[src/rtl/aes_state_fifo_if.sv]
// Handshake bundle for the AES state buffer: push side (source states + round tag)
// and pop side (head state + round tag).
interface aes_state_fifo_if #(
  parameter int NBYTES  = 16,
  parameter int NSRC    = 2,
  parameter int ROUND_W = 4
);
  localparam int SEL_W = (NSRC > 1) ? $clog2(NSRC) : 1;

  logic                             in_valid;
  logic                             in_ready;
  logic [ROUND_W-1:0]               round;
  logic [SEL_W-1:0]                 src_sel;
  logic [NSRC-1:0][NBYTES-1:0][7:0] src_state;
  logic                             o_valid;
  logic                             o_ready;
  logic [NBYTES-1:0][7:0]           o_state;
  logic [ROUND_W-1:0]               o_round;

  modport master (
    output in_valid, round, src_sel, src_state, o_ready,
    input  in_ready, o_valid, o_state, o_round
  );

  modport slave (
    input  in_valid, round, src_sel, src_state, o_ready,
    output in_ready, o_valid, o_state, o_round
  );
endinterface

[src/rtl/aes_state_fifo.sv]
// AES state buffer: captures one state per push from a selected source channel and
// holds up to DEPTH states with their round tags, first-word fall-through on output.
module aes_state_fifo #(
  parameter int NBYTES     = 16,
  parameter int NSRC       = 2,
  parameter int DEPTH      = 2,
  parameter int ROUND_W    = 4,
  parameter int LAST_ROUND = 14,
  parameter int AUTO_SEL   = 1,
  localparam int CNT_W     = $clog2(DEPTH + 1)
) (
  input  logic             clk,
  input  logic             resetn,
  input  logic             clr,
  aes_state_fifo_if.slave  bus,
  output logic [CNT_W-1:0] count,
  output logic             full,
  output logic             empty
);
  localparam int SEL_W = (NSRC > 1) ? $clog2(NSRC) : 1;
  localparam int PTR_W = (DEPTH > 1) ? $clog2(DEPTH) : 1;
  localparam int SW    = 8 * NBYTES;
  localparam int EW    = SW + ROUND_W;

  localparam logic [CNT_W-1:0]   FULL_CNT  = CNT_W'(DEPTH);
  localparam logic [PTR_W-1:0]   LAST_PTR  = PTR_W'(DEPTH - 1);
  localparam logic [ROUND_W-1:0] FINAL_RND = ROUND_W'(LAST_ROUND);

  logic [EW-1:0]      mem_q [DEPTH];
  logic [EW-1:0]      mem_d [DEPTH];
  logic [PTR_W-1:0]   wr_ptr_q, wr_ptr_d;
  logic [PTR_W-1:0]   rd_ptr_q, rd_ptr_d;
  logic [CNT_W-1:0]   count_q, count_d;
  logic [SEL_W-1:0]   expl_idx, src_idx;
  logic [SW-1:0]      sel_state;
  logic               push, pop;

  // Final round skips MixColumns, so its state comes from channel 1 in auto mode.
  always_comb begin
    expl_idx = '0;
    if (int'(bus.src_sel) < NSRC) expl_idx = bus.src_sel;
    src_idx = expl_idx;
    if (AUTO_SEL != 0) src_idx = (bus.round == FINAL_RND) ? SEL_W'(1) : '0;
    sel_state = bus.src_state[src_idx];
  end

  // Valid/ready: a transfer happens on a rising edge where valid and ready are both 1.
  // in_ready depends only on the registered count, so a pop never frees a same-cycle push.
  assign full         = (count_q == FULL_CNT);
  assign empty        = (count_q == '0);
  assign count        = count_q;
  assign bus.in_ready = !full;
  assign bus.o_valid  = !empty;
  assign push         = bus.in_valid & bus.in_ready;
  assign pop          = bus.o_valid & bus.o_ready;

  always_comb begin
    bus.o_state = '0;
    bus.o_round = '0;
    if (!empty) {bus.o_round, bus.o_state} = mem_q[rd_ptr_q];
  end

  always_comb begin
    mem_d    = mem_q;
    wr_ptr_d = wr_ptr_q;
    rd_ptr_d = rd_ptr_q;
    count_d  = count_q;
    if (clr) begin
      wr_ptr_d = '0;
      rd_ptr_d = '0;
      count_d  = '0;
    end else begin
      if (push) begin
        mem_d[wr_ptr_q] = {bus.round, sel_state};
        wr_ptr_d = (wr_ptr_q == LAST_PTR) ? '0 : wr_ptr_q + 1'b1;
      end
      if (pop) rd_ptr_d = (rd_ptr_q == LAST_PTR) ? '0 : rd_ptr_q + 1'b1;
      case ({push, pop})
        2'b10:   count_d = count_q + 1'b1;
        2'b01:   count_d = count_q - 1'b1;
        default: count_d = count_q;
      endcase
    end
  end

  always_ff @(posedge clk or negedge resetn) begin
    if (!resetn) begin
      wr_ptr_q <= '0;
      rd_ptr_q <= '0;
      count_q  <= '0;
      for (int i = 0; i < DEPTH; i++) mem_q[i] <= '0;
    end else begin
      wr_ptr_q <= wr_ptr_d;
      rd_ptr_q <= rd_ptr_d;
      count_q  <= count_d;
      mem_q    <= mem_d;
    end
  end
endmodule
[src/flat_wrapper.sv]
// flat-port wrapper written by rule: the top's interface ports become plain ports
module aes_state_fifo_flat 
#(
  parameter int NBYTES     = 16,
  parameter int NSRC       = 2,
  parameter int DEPTH      = 2,
  parameter int ROUND_W    = 4,
  parameter int LAST_ROUND = 14,
  parameter int AUTO_SEL   = 1,
  localparam int CNT_W     = $clog2(DEPTH + 1)
)
  (clk, resetn, clr, count, full, empty, bus_in_valid, bus_round, bus_src_sel, bus_src_state, bus_o_ready, bus_in_ready, bus_o_valid, bus_o_state, bus_o_round);
  aes_state_fifo_if #(.NBYTES(NBYTES), .NSRC(NSRC), .ROUND_W(ROUND_W)) bus_i ();
  input  logic clk;
  input  logic resetn;
  input  logic clr;
  output logic [CNT_W-1:0] count;
  output logic full;
  output logic empty;
  input wire logic [$bits(bus_i.in_valid)-1:0] bus_in_valid;
  input wire logic [$bits(bus_i.round)-1:0] bus_round;
  input wire logic [$bits(bus_i.src_sel)-1:0] bus_src_sel;
  input wire logic [$bits(bus_i.src_state)-1:0] bus_src_state;
  input wire logic [$bits(bus_i.o_ready)-1:0] bus_o_ready;
  output wire logic [$bits(bus_i.in_ready)-1:0] bus_in_ready;
  output wire logic [$bits(bus_i.o_valid)-1:0] bus_o_valid;
  output wire logic [$bits(bus_i.o_state)-1:0] bus_o_state;
  output wire logic [$bits(bus_i.o_round)-1:0] bus_o_round;
  assign bus_i.in_valid = bus_in_valid;
  assign bus_i.round = bus_round;
  assign bus_i.src_sel = bus_src_sel;
  assign bus_i.src_state = bus_src_state;
  assign bus_i.o_ready = bus_o_ready;
  assign bus_in_ready = bus_i.in_ready;
  assign bus_o_valid = bus_i.o_valid;
  assign bus_o_state = bus_i.o_state;
  assign bus_o_round = bus_i.o_round;
  aes_state_fifo #(.NBYTES(NBYTES), .NSRC(NSRC), .DEPTH(DEPTH), .ROUND_W(ROUND_W), .LAST_ROUND(LAST_ROUND), .AUTO_SEL(AUTO_SEL)) u_core (.clk(clk), .resetn(resetn), .clr(clr), .bus(bus_i), .count(count), .full(full), .empty(empty));
endmodule
[config.mk]
export PLATFORM = sky130hd
export DESIGN_NAME = aes_state_fifo_flat
export DESIGN_NICKNAME = d
export VERILOG_FILES = /design/src/rtl/aes_state_fifo_if.sv /design/src/rtl/aes_state_fifo.sv /design/src/flat_wrapper.sv
export SDC_FILE = /design/constraint.sdc
export NUM_CORES = 1
export LEC_CHECK = 0
export CAP_MARGIN = 20
export CORE_UTILIZATION = 46
export CTS_BUF_LIST = sky130_fd_sc_hd__clkbuf_4 sky130_fd_sc_hd__clkbuf_8
export DETAILED_ROUTE_END_ITERATION = 8
export PLACE_DENSITY = 0.78
export SKIP_LAST_GASP = 1
export SLEW_MARGIN = 0
export SYNTH_ARGS = -nofsm -noshare
export SYNTH_HDL_FRONTEND = slang
export SYNTH_SLANG_ARGS = --single-unit
export TNS_END_PERCENT = 1
[constraint.sdc]
create_clock -name clk -period 1.9 [get_ports clk]
set_input_delay 0.19 -clock clk [delete_from_list [all_inputs] [get_ports clk]]
set_output_delay 0.19 -clock clk [all_outputs]
set_load 0.05 [all_outputs]
==> results.json, run 1 <==
{
  "hp-class": "input port to async pin",
  "skew_ns": 0.0167,
  "critPathCaptureType": "output pin",
  "drtIter0Drc": 426,
  "track_usage_pct": 24.1,
  "status": "finished, violations left",
  "die_w_um": 173,
  "maxCapViolCount": 0,
  "n_antenna_cell": 0,
  "path_max_fanout": 13,
  "dr.pass1.iters": 4,
  "hold_viol": 0,
  "finalCriticalPeriod_ns": 2.14,
  "insertion_delay_ns": 0.53,
  "gp_routability_congestion": 0.785,
  "grt_overflow_total": 0,
  "place_hpwl_um": 25200,
  "start_kind": "register",
  "multiInputGateArea_mm2": 0.00719,
  "core-area_mm2": 0.0288,
  "grtUsageMet3_pct": 4.66,
  "grt_util_met1_pct": 31.7,
  "synthToLayoutAreaGrowth_pct": 51.9,
  "grt_antenna_before_repair": 0,
  "start_util_pct": 46.8,
  "cts_tree": "yes",
  "setup_viol": 164,
  "peakVddDrop_mv": 0.619,
  "utilization_pct": 71.1,
  "root_buffer": "clkbuf_8",
  "dp.cells": 1810,
  "routed_via_density": 5.10,
  "num_vias": 9750,
  "hold_ws_ns": 0.188,
  "max_freq_mhz": 468,
  "seq_area_mm2": 0.00671,
  "crit_required_ns": 1.71,
  "yosys_warnings": 0,
  "clock_sinks": 268,
  "cts_max_level": 2,
  "yosys_register_bits": 268,
  "die-area_mm2": 0.0300,
  "final_layout_size_suffix_gt1_share_pct": 56.6,
  "rsz0062_at_grt": "true",
  "maxSlewHeadroom_pct": 65.1,
  "grt_max_degree": 63,
  "clkTransAtPathRegs_ns": 0.07,
  "syn-cell-area_mm2": 0.0135,
  "io_buffers": 402,
  "synthCells": 1018,
  "period_share_pct": 112,
  "numCtsBuffers": 44,
  "syn-num-nets": 1284,
  "fin_ws_ns": -0.237,
  "grt_pass1_vias": 10475,
  "path_class": "register to output pin",
  "arrival_ns": 1.95,
  "layout.nets": 1758,
  "ant_nets": 0,
  "worst_pin_slew_ns": 0.523,
  "synth-seq-area-share_pct": 49.8,
  "avgSynthCellArea_um2": 13.2,
  "routed_wirelength_um": 35600,
  "num_rows": 62,
  "powerDensity_mw_per_mm2": 947,
  "wl_per_cell_um": 18.6,
  "cts.path.max_buffers": 3,
  "grt_pass1_wl_um": 57100,
  "violations": "negative setup slack",
  "io_pins": 404,
  "final_cells": 1912,
  "leakage_nw": 8.39,
  "fillers": 2048,
  "synthDistinctLibCells": 25,
  "timing.final.max_slew_violations": 0,
  "drc": 0,
  "die_h_um": 173,
  "grtUsageMet2_pct": 41.3,
  "grt.busiest_layer": "met2"
}
==> layer usage <==
layer	vias to the layer above	wire, um
met5	-	0
met4	0	497
met3	38	2040
met2	334	17700
met1	4808	15300
li1	4570	-
==> synth_stat cells <==
cell      instances  area, um2
nor2_1          134        503
nand4b_1          1       8.76
or3_1             1       6.26
o21ai_0           3       15.0
buf_4             9       67.6
mux2i_1         132       1320
nand3b_1          1       7.51
or2_2             1       6.26
buf_1             6       22.5
inv_2             2       7.51
xor2_1            1       8.76
buf_6             8       90.1
o211ai_1          1       7.51
a21oi_1           3       15.0
a21o_1            1       7.51
inv_1             1       3.75
nor4b_4           1       23.8
buf_2            15       75.1
a22oi_1           1       7.51
nor4_2            1       12.5
nand2b_1          1       6.26
clkbuf_1         34        128
mux2_2          382       4300
dfrtp_1         268       6710
mux2_1           10        113
==> per-stage QoR <==
| stage | power, W | TNS [ns] | worst slack, ns | cell area [um2] |
|---|---|---|---|---|
| final | 0.0194 | -25.86 | -0.237 | 20500 |
| after CTS | 0.0195 | -31.53 | -0.264 | 20300 |
| after detailed placement | 0.0139 | -44.15 | -0.222 | 18800 |
| after floorplan | 0.0118 | -47.25 | -0.191 | 14100 |
| after global placement | 0.0137 | -35.44 | -0.152 | 18800 |
| after global routing | 0.0204 | -39.91 | -0.302 | 20500 |
==> flip-flops by register name, summed over array words and instances, names as in the netlist <==
signal           flops
u_core.count         2
u_core.rd_ptr_q      1
u_core.wr_ptr_q      1
u_core.mem_q       264
==> cells in the final DEF, fill, tap and decap left out, types with 2 or more instances in the layout <==
cell type          n
a21oi_1            3
buf_12            34
buf_16             7
buf_4            175
buf_6             13
buf_8              2
bufbuf_16          2
clkbuf_4          22
clkbuf_8          52
clkdlybuf4s50_1  265
clkinv_2           6
clkinvlp_4         2
dfrtp_1          265
dfrtp_2            2
mux2_1            10
mux2_2           380
mux2_4             2
mux2i_1          105
mux2i_2           14
mux2i_4           13
nor2_1             3
nor2_2            81
nor2_4            50
o21ai_0            3
==> cells by family after synthesis <==
kind of cell,after synthesis,synth area share (%)
multiplexers,524,42.6
flip-flops,268,49.8
AND/OR/NAND/NOR,141,4.26
buffers and inverters,75,2.93
AO/OA/AOI/OAI,9,0.390
XOR/XNOR,1,0.0650
==> critical path: stages (launching register included) <==
cell     delay (ns)
dfrtp_4        0.54
buf_6          0.25
mux2i_1        0.37
nor2_4         0.05
buf_4          0.19
==> repair_timing <==
| item | CTS | global route |
|---|---|---|
| setup buffers | 14 | 0 |
| pin swaps | 1 | 0 |
| endpoints found under the hold margin | 54 | 0 |
| hold buffers | 1 | 0 |
| cloned | 4 | 1 |
| endpoints found under the setup margin | 135 | 259 |
| gates resized for setup | 54 | 22 |
==> report_power, final <==
group / leakage, nW / switching [W] / internal [W] / total, W
Combinational: 4.70 / 0.00310 / 0.00315 / 0.00625
Clock: 0.499 / 0.00223 / 0.00293 / 0.00515
Sequential: 3.19 / 0.000815 / 0.00717 / 0.00798
Total: 8.39 / 0.00614 / 0.0132 / 0.0194
==> area by class of cell <==
| cell class | instances | area share (%) |
|---|---|---|
| well taps | 384 | 2.35 |
| multi-input cells | 675 | 35.1 |
| flip-flops and latches | 268 | 32.8 |
| inverters | 3 | 0.153 |
| clock buffers | 74 | 4.31 |
| clock inverters | 8 | 0.220 |
| repair buffers | 500 | 25.0 |
==> final timing paths <==
| kind | start | to | slack [ns] | cells past startpoint |
|---|---|---|---|---|
| worst max register to register | u_core.count[1] | u_core.mem_q[55] | -0.02 | 7 |
| worst min register to register | u_core.mem_q[43] | u_core.mem_q[43] | 0.49 | 1 |
| worst max-delay path | u_core.rd_ptr_q | bus_o_state[73] | -0.24 | 4 |
| max in group asynchronous | resetn | u_core.mem_q[61] | 1.03 | 3 |
| min in group clk | bus_src_state[161] | u_core.mem_q[33] | 0.41 | 3 |
| worst min-delay path | resetn | u_core.mem_q[104] | 0.19 | 2 |
No activity file was read; power rests on OpenSTA's default activity.
==> run 2, diff against run 1 <==
--- a/config.mk
+++ b/config.mk
@@ -5,11 +5,13 @@
 export SDC_FILE = /design/constraint.sdc
 export NUM_CORES = 1
 export LEC_CHECK = 0
+export ABC_AREA = 1
 export CAP_MARGIN = 20
 export CORE_UTILIZATION = 46
 export CTS_BUF_LIST = sky130_fd_sc_hd__clkbuf_4 sky130_fd_sc_hd__clkbuf_8
 export DETAILED_ROUTE_END_ITERATION = 8
-export PLACE_DENSITY = 0.78
+export PLACE_DENSITY = 0.79
+export SKIP_CTS_REPAIR_TIMING = 1
 export SKIP_LAST_GASP = 1
 export SLEW_MARGIN = 0
 export SYNTH_ARGS = -nofsm -noshare
==> run 2 against run 1 <==
The run still ends with negative setup slack left; die area decreased by 3.1%; final area up 1.3%; hold slack hardly changed; via count grew 36%; sequential power is 9.4% higher; routed wire length grew 17%; clock power grew 4.3%; flip-flop and latch count stayed put; clock skew grew 0.0074 ns; power rose by 30%; critical path depth is 1 higher; synthesized cell count increased by 71%.
==> results.json, run 2 <==
{
  "dr.pass1.iters": 5,
  "powerDensity_mw_per_mm2": 1220,
  "grt_max_degree": 135,
  "fillers": 1953,
  "critPathMaxStageDelay_ns": 0.58,
  "final_layout_size_suffix_gt1_share_pct": 18.4,
  "post_dp_cell_area_mm2": 0.0192,
  "cts_tree": "yes",
  "async_flop_share_pct": 100,
  "final_area_mm2": 0.0207,
  "insertion_delay_ns": 0.56,
  "die-area_mm2": 0.0290,
  "drtIter0Drc": 916,
  "worst_pin_slew_ns": 0.587,
  "fin_ws_ns": -0.242,
  "layout_commonest_cell": "nand2_1",
  "synth_commonest_cells": "nand2_1, o21ai_0, dfrtp_1",
  "routed_via_density": 5.20,
  "synth_ff_type": "dfrtp_1",
  "gp_routability_congestion": 0.803,
  "routed_wirelength_um": 41600,
  "setup_viol": 133,
  "crit_family": "flip-flops",
  "peakVddDrop_mv": 0.618,
  "core-area_mm2": 0.0279,
  "fin_tns_setup_ns": -24.85,
  "yosysTopAreaCell": "dfrtp_1",
  "synth_edf_count": 0,
  "largest_reg_flops": 264,
  "io_buffers": 402,
  "clkTransAtPathRegs_ns": 0.06,
  "rsz0062_at_grt": "true",
  "cp_num_buf_inv": 3,
  "synth_top_family_by_area": "compound AO/OA/AOI/OAI gates",
  "syn-cell-area_mm2": 0.0131,
  "io_pins": 404,
  "cp_common_cell": "buf_12",
  "synth-seq-area-share_pct": 51.4,
  "path_max_fanout": 26,
  "grt_overflow_total": 0,
  "die_h_um": 170,
  "violations": "negative setup slack",
  "skew_ns": 0.0241,
  "synth-simple-area-share_pct": 19.7,
  "clock_sinks": 268,
  "grt_pass1_vias": 12762,
  "arrival_ns": 1.95,
  "synth_xor_area_share_pct": 0,
  "synthCells": 1745,
  "yosys_register_bits": 268,
  "path_cells": "clkinv_8 > buf_12 > nand2_1 > a21oi_4 > buf_12",
  "max_freq_mhz": 467,
  "maxSlewHeadroom_pct": 60.9,
  "leakage_nw": 9.71,
  "avgSynthCellArea_um2": 7.48,
  "hp-class": "input port to async pin",
  "grt_pass1_wl_um": 62200,
  "synth_mux_area_share_pct": 0,
  "layout.nets": 2410,
  "yosys_warnings": 0,
  "n_antenna_cell": 0,
  "wl_per_cell_um": 16.3,
  "slowest_stage": "dfrtp_4",
  "yosys.area_share.adder_pct": 0,
  "cts_max_level": 2,
  "hold_viol": 0,
  "num_vias": 13300,
  "synthToLayoutAreaGrowth_pct": 58.7,
  "place_hpwl_um": 26900,
  "period_share_pct": 113,
  "syn-num-nets": 2011,
  "cts.path.max_buffers": 3,
  "largest_register": "u_core.mem_q",
  "synthDistinctLibCells": 17,
  "track_usage_pct": 26.9,
  "yosys-top-cells-area": "dfrtp_1, nand2_1, o21ai_0, a21oi_1, inv_1",
  "timing.final.max_slew_violations": 0,
  "ant_nets": 0,
  "critPathCaptureType": "output pin",
  "path_class": "register to output pin",
  "finalCriticalPeriod_ns": 2.14,
  "start_util_pct": 46.8,
  "layout_common_cells": "nand2_1, o21ai_0, dfrtp_1",
  "status": "finished, violations left",
  "synthMostInstantiatedCell": "nand2_1",
  "die_w_um": 170,
  "root_buffer": "clkbuf_8",
  "synth.top_cell.area_share_pct": 51.4,
  "start_kind": "register",
  "numCtsBuffers": 46,
  "grt_antenna_before_repair": 0,
  "maxCapViolCount": 0,
  "crit_required_ns": 1.71,
  "drc": 0,
  "synth_compound_area_share_pct": 20.4,
  "num_rows": 61
}
## run 2: per-stage QoR
step | setup slack [ns] | power, W | utilization (%) | hold WS [ns] | cells
after floorplan | -0.414 | 0.0141 | - | -0.106 | 1745
after global placement | -0.00615 | 0.0188 | 68.9 | 0.152 | 2460
after detailed placement | -0.111 | 0.0192 | 68.9 | 0.157 | 2460
after CTS | -0.351 | 0.0246 | 72.4 | -0.444 | 2542
after global routing | -0.299 | 0.0265 | 74.4 | 0.197 | 2556
final | -0.242 | 0.0252 | 74.4 | 0.188 | 2556
## run 2: final timing paths
kind	start	endpoint	slack [ns]	depth (start not counted)
worst max-delay path	u_core.rd_ptr_q	bus_o_state[83]	-0.24	5
worst min-delay path	resetn	u_core.mem_q[19]	0.19	2
worst max register to register	u_core.count[1]	u_core.mem_q[110]	0.09	6
worst min register to register	u_core.mem_q[196]	u_core.mem_q[196]	0.48	2
max in group asynchronous	resetn	u_core.mem_q[60]	1.05	3
min in group clk	bus_src_state[75]	u_core.mem_q[75]	0.31	5
## run 2: report_power, final
group	internal, W	switching (W)
combinational	0.00478	0.00630
sequential	0.00764	0.00109
clock	0.00306	0.00230
## run 2: metal layers
metal,track usage (%),share of wire [%]
met2,47.8,50
met4,9.44,2.7
met5,0,0
met1,31.5,39
met3,6.58,8.2
## run 2: worst reg2reg max path, cell delays in order (launching register included)
cell and delay [ns]:
dfrtp_2 0.44, buf_4 0.16, a21oi_4 0.26, nand3_4 0.14, buf_12 0.24, nand2_1 0.30
o21ai_0 0.11
## run 2: cells by family after synthesis
family                 Yosys count
AO/OA/AOI/OAI                  528
AND/OR/NAND/NOR                681
buffers and inverters          268
flip-flops                     268
## run 2: area by class of cell
class                           count  area [um2]  area share, %
Inverter                          139         534           2.58
Timing Repair Buffer              480        6410           30.9
Clock inverter                      8        51.3          0.248
Multi-Input combinational cell   1209        5620           27.1
Tap cell                          378         473           2.28
Clock buffer                       74         918           4.43
Sequential cell                   268        6710           32.4
==> run 3, diff against run 2 <==
--- a/config.mk
+++ b/config.mk
@@ -10,7 +10,9 @@
 export CORE_UTILIZATION = 46
 export CTS_BUF_LIST = sky130_fd_sc_hd__clkbuf_4 sky130_fd_sc_hd__clkbuf_8
 export DETAILED_ROUTE_END_ITERATION = 8
+export HOLD_SLACK_MARGIN = 0.1
 export PLACE_DENSITY = 0.79
+export RECOVER_POWER = 50
 export SKIP_CTS_REPAIR_TIMING = 1
 export SKIP_LAST_GASP = 1
 export SLEW_MARGIN = 0
==> run 3 against run 2 <==
Maximum frequency shrank 0.34%; die area is the same; count of clock-buffer cells in the layout is the same; flip-flop and latch count is the same; combinational power is essentially flat; global-route usage is the same; first-iteration DRC count grew 7.6%; utilization shrank 0.19 points; largest cell class unchanged; largest power group unchanged; the flow finishes with violations (max-capacitance violations, negative setup slack); critical path type unchanged.
==> results.json, run 3 (same netlist as run 2, synthesis figures left out) <==
{
  "start_util_pct": 46.8,
  "crit_required_ns": 1.71,
  "violations": "max-capacitance violations, negative setup slack",
  "status": "finished, violations left",
  "io_pins": 404,
  "insertion_delay_ns": 0.56,
  "track_usage_pct": 26.9,
  "pwr-share-seq_pct": 34.7,
  "setup_viol": 210,
  "numCtsBuffers": 46,
  "clkTransAtPathRegs_ns": 0.06,
  "synthToLayoutAreaGrowth_pct": 58.3,
  "peakVddDrop_mv": 0.617,
  "hold_viol": 0,
  "io_buffers": 402,
  "clock_power_share_pct": 21.3,
  "path_cells": "clkinv_8 > buf_12 > nand2_1 > a21oi_4 > buf_12",
  "maxCapViolCount": 1,
  "layout_common_cells": "nand2_1, o21ai_0, dfrtp_1",
  "path_max_fanout": 26,
  "routed_via_density": 5.21,
  "routed_wirelength_um": 41600,
  "multiInputGateArea_mm2": 0.00560,
  "layout_commonest_cell": "nand2_1",
  "root_buffer": "clkbuf_8",
  "hp-class": "input port to register",
  "ant_nets": 0,
  "core-area_mm2": 0.0279,
  "cts_max_level": 2,
  "max_freq_mhz": 465,
  "finalCriticalPeriod_ns": 2.15,
  "gp_routability_congestion": 0.803,
  "worst_pin_slew_ns": 1.49,
  "drc": 0,
  "maxSlewHeadroom_pct": 0.852,
  "grt_pass1_vias": 12762,
  "critPathMaxStageDelay_ns": 0.58,
  "grt_antenna_before_repair": 0,
  "path_class": "register to output pin",
  "place_hpwl_um": 26900,
  "drtIter0Drc": 986,
  "grt_pass1_wl_um": 62200,
  "comb_power_share_pct": 44.0,
  "largest_register": "u_core.mem_q",
  "swShare_pct": 38.5,
  "grt_max_degree": 135,
  "clock_sinks": 268,
  "leakage_nw": 9.70,
  "cp_common_cell": "buf_12",
  "layout.nets": 2410,
  "n_antenna_cell": 0,
  "die_w_um": 170,
  "utilization_pct": 74.2,
  "final_area_mm2": 0.0207,
  "skew_ns": 0.0234,
  "internal_power_w": 0.0155,
  "wl_per_cell_um": 16.3,
  "dr.pass1.iters": 5,
  "num_vias": 13310,
  "cts_tree": "yes",
  "timing.final.max_slew_violations": 0,
  "final_layout_size_suffix_gt1_share_pct": 18.4,
  "start_kind": "register",
  "fillers": 1962,
  "num_rows": 61,
  "die-area_mm2": 0.0290,
  "powerDensity_mw_per_mm2": 1220,
  "fin_ws_ns": -0.249,
  "slowest_stage": "dfrtp_4",
  "net-switching-power_w": 0.00969,
  "arrival_ns": 1.96,
  "largest_reg_flops": 264,
  "die_h_um": 170,
  "post_dp_cell_area_mm2": 0.0192,
  "post-place-ws_ns": -0.111,
  "grt_overflow_total": 0,
  "seq_area_mm2": 0.00671,
  "critPathCaptureType": "output pin",
  "rsz0062_at_grt": "true",
  "period_share_pct": 113,
  "cts.path.max_buffers": 3
}
run 3: cell count changes in the layout (fill, tap and decap cells not counted), sizes merged:
cell,previous run,this run
clkbuf,81,88
buf,209,202
run 3: power by group through the flow:
| stage | logic (W) | registers [W] | clock network, W |
|---|---|---|---|
| finish | 0.0111 | 0.00873 | 0.00537 |
| CTS | 0.0105 | 0.00866 | 0.00547 |
| floorplan | 0.00561 | 0.00850 | 0 |
| detailed placement | 0.0104 | 0.00874 | 0 |
| global placement | 0.0101 | 0.00862 | 0 |
| global route | 0.0118 | 0.00893 | 0.00575 |
run 3: through the flow:
step           cells  setup TNS, ns  total power, W  hold WS (ns)
2_1_floorplan   1745         -44.18          0.0141        -0.106
3_3_place_gp    2460        -0.0107          0.0188         0.152
3_5_place_dp    2460         -0.655          0.0192         0.157
4_1_cts         2542         -34.32          0.0246        -0.444
5_1_grt         2556         -55.11          0.0265         0.310
6_report        2556         -30.71          0.0252         0.308
run 3: critical path: cells and delay by family (launching register included):
| kind | cells | cell delay [ns] |
|---|---|---|
| flops | 1 | 0.58 |
| buf+inv | 3 | 0.49 |
| compound gates | 1 | 0.22 |
| simple gates | 1 | 0.12 |
run 3: area by class of cell:
cell class                 count  share of cell area, %
inverter                     139                   2.59
clock inverter                 8                  0.248
tap                          378                   2.29
clock buffer                  74                   4.44
timing repair buffer         480                   30.8
multi-input combinational   1209                   27.1
sequential                   268                   32.5
run 3: per-layer routing:
metal  up-vias  global-route usage [%]  routed length, um
li1       6368                       -                  -
met1      6326                    31.5              16200
met2       533                    47.8              20800
met3        83                    6.58               3460
met4         0                    9.44               1110
met5         -                       0                  0
run 3: path summary, 6_finish.rpt:
check / cells past startpoint / startpoint / slack [ns] / to
max in group asynchronous: 3 / resetn / 0.20 / u_core.mem_q[225]
max: 5 / u_core.rd_ptr_q / -0.25 / bus_o_state[83]
min: 5 / bus_src_state[75] / 0.31 / u_core.mem_q[75]
max reg2reg: 7 / u_core.count[1] / -0.22 / u_core.mem_q[226]
min in group asynchronous: 2 / resetn / 0.56 / u_core.mem_q[19]
min reg2reg: 2 / u_core.mem_q[197] / 0.48 / u_core.mem_q[197]
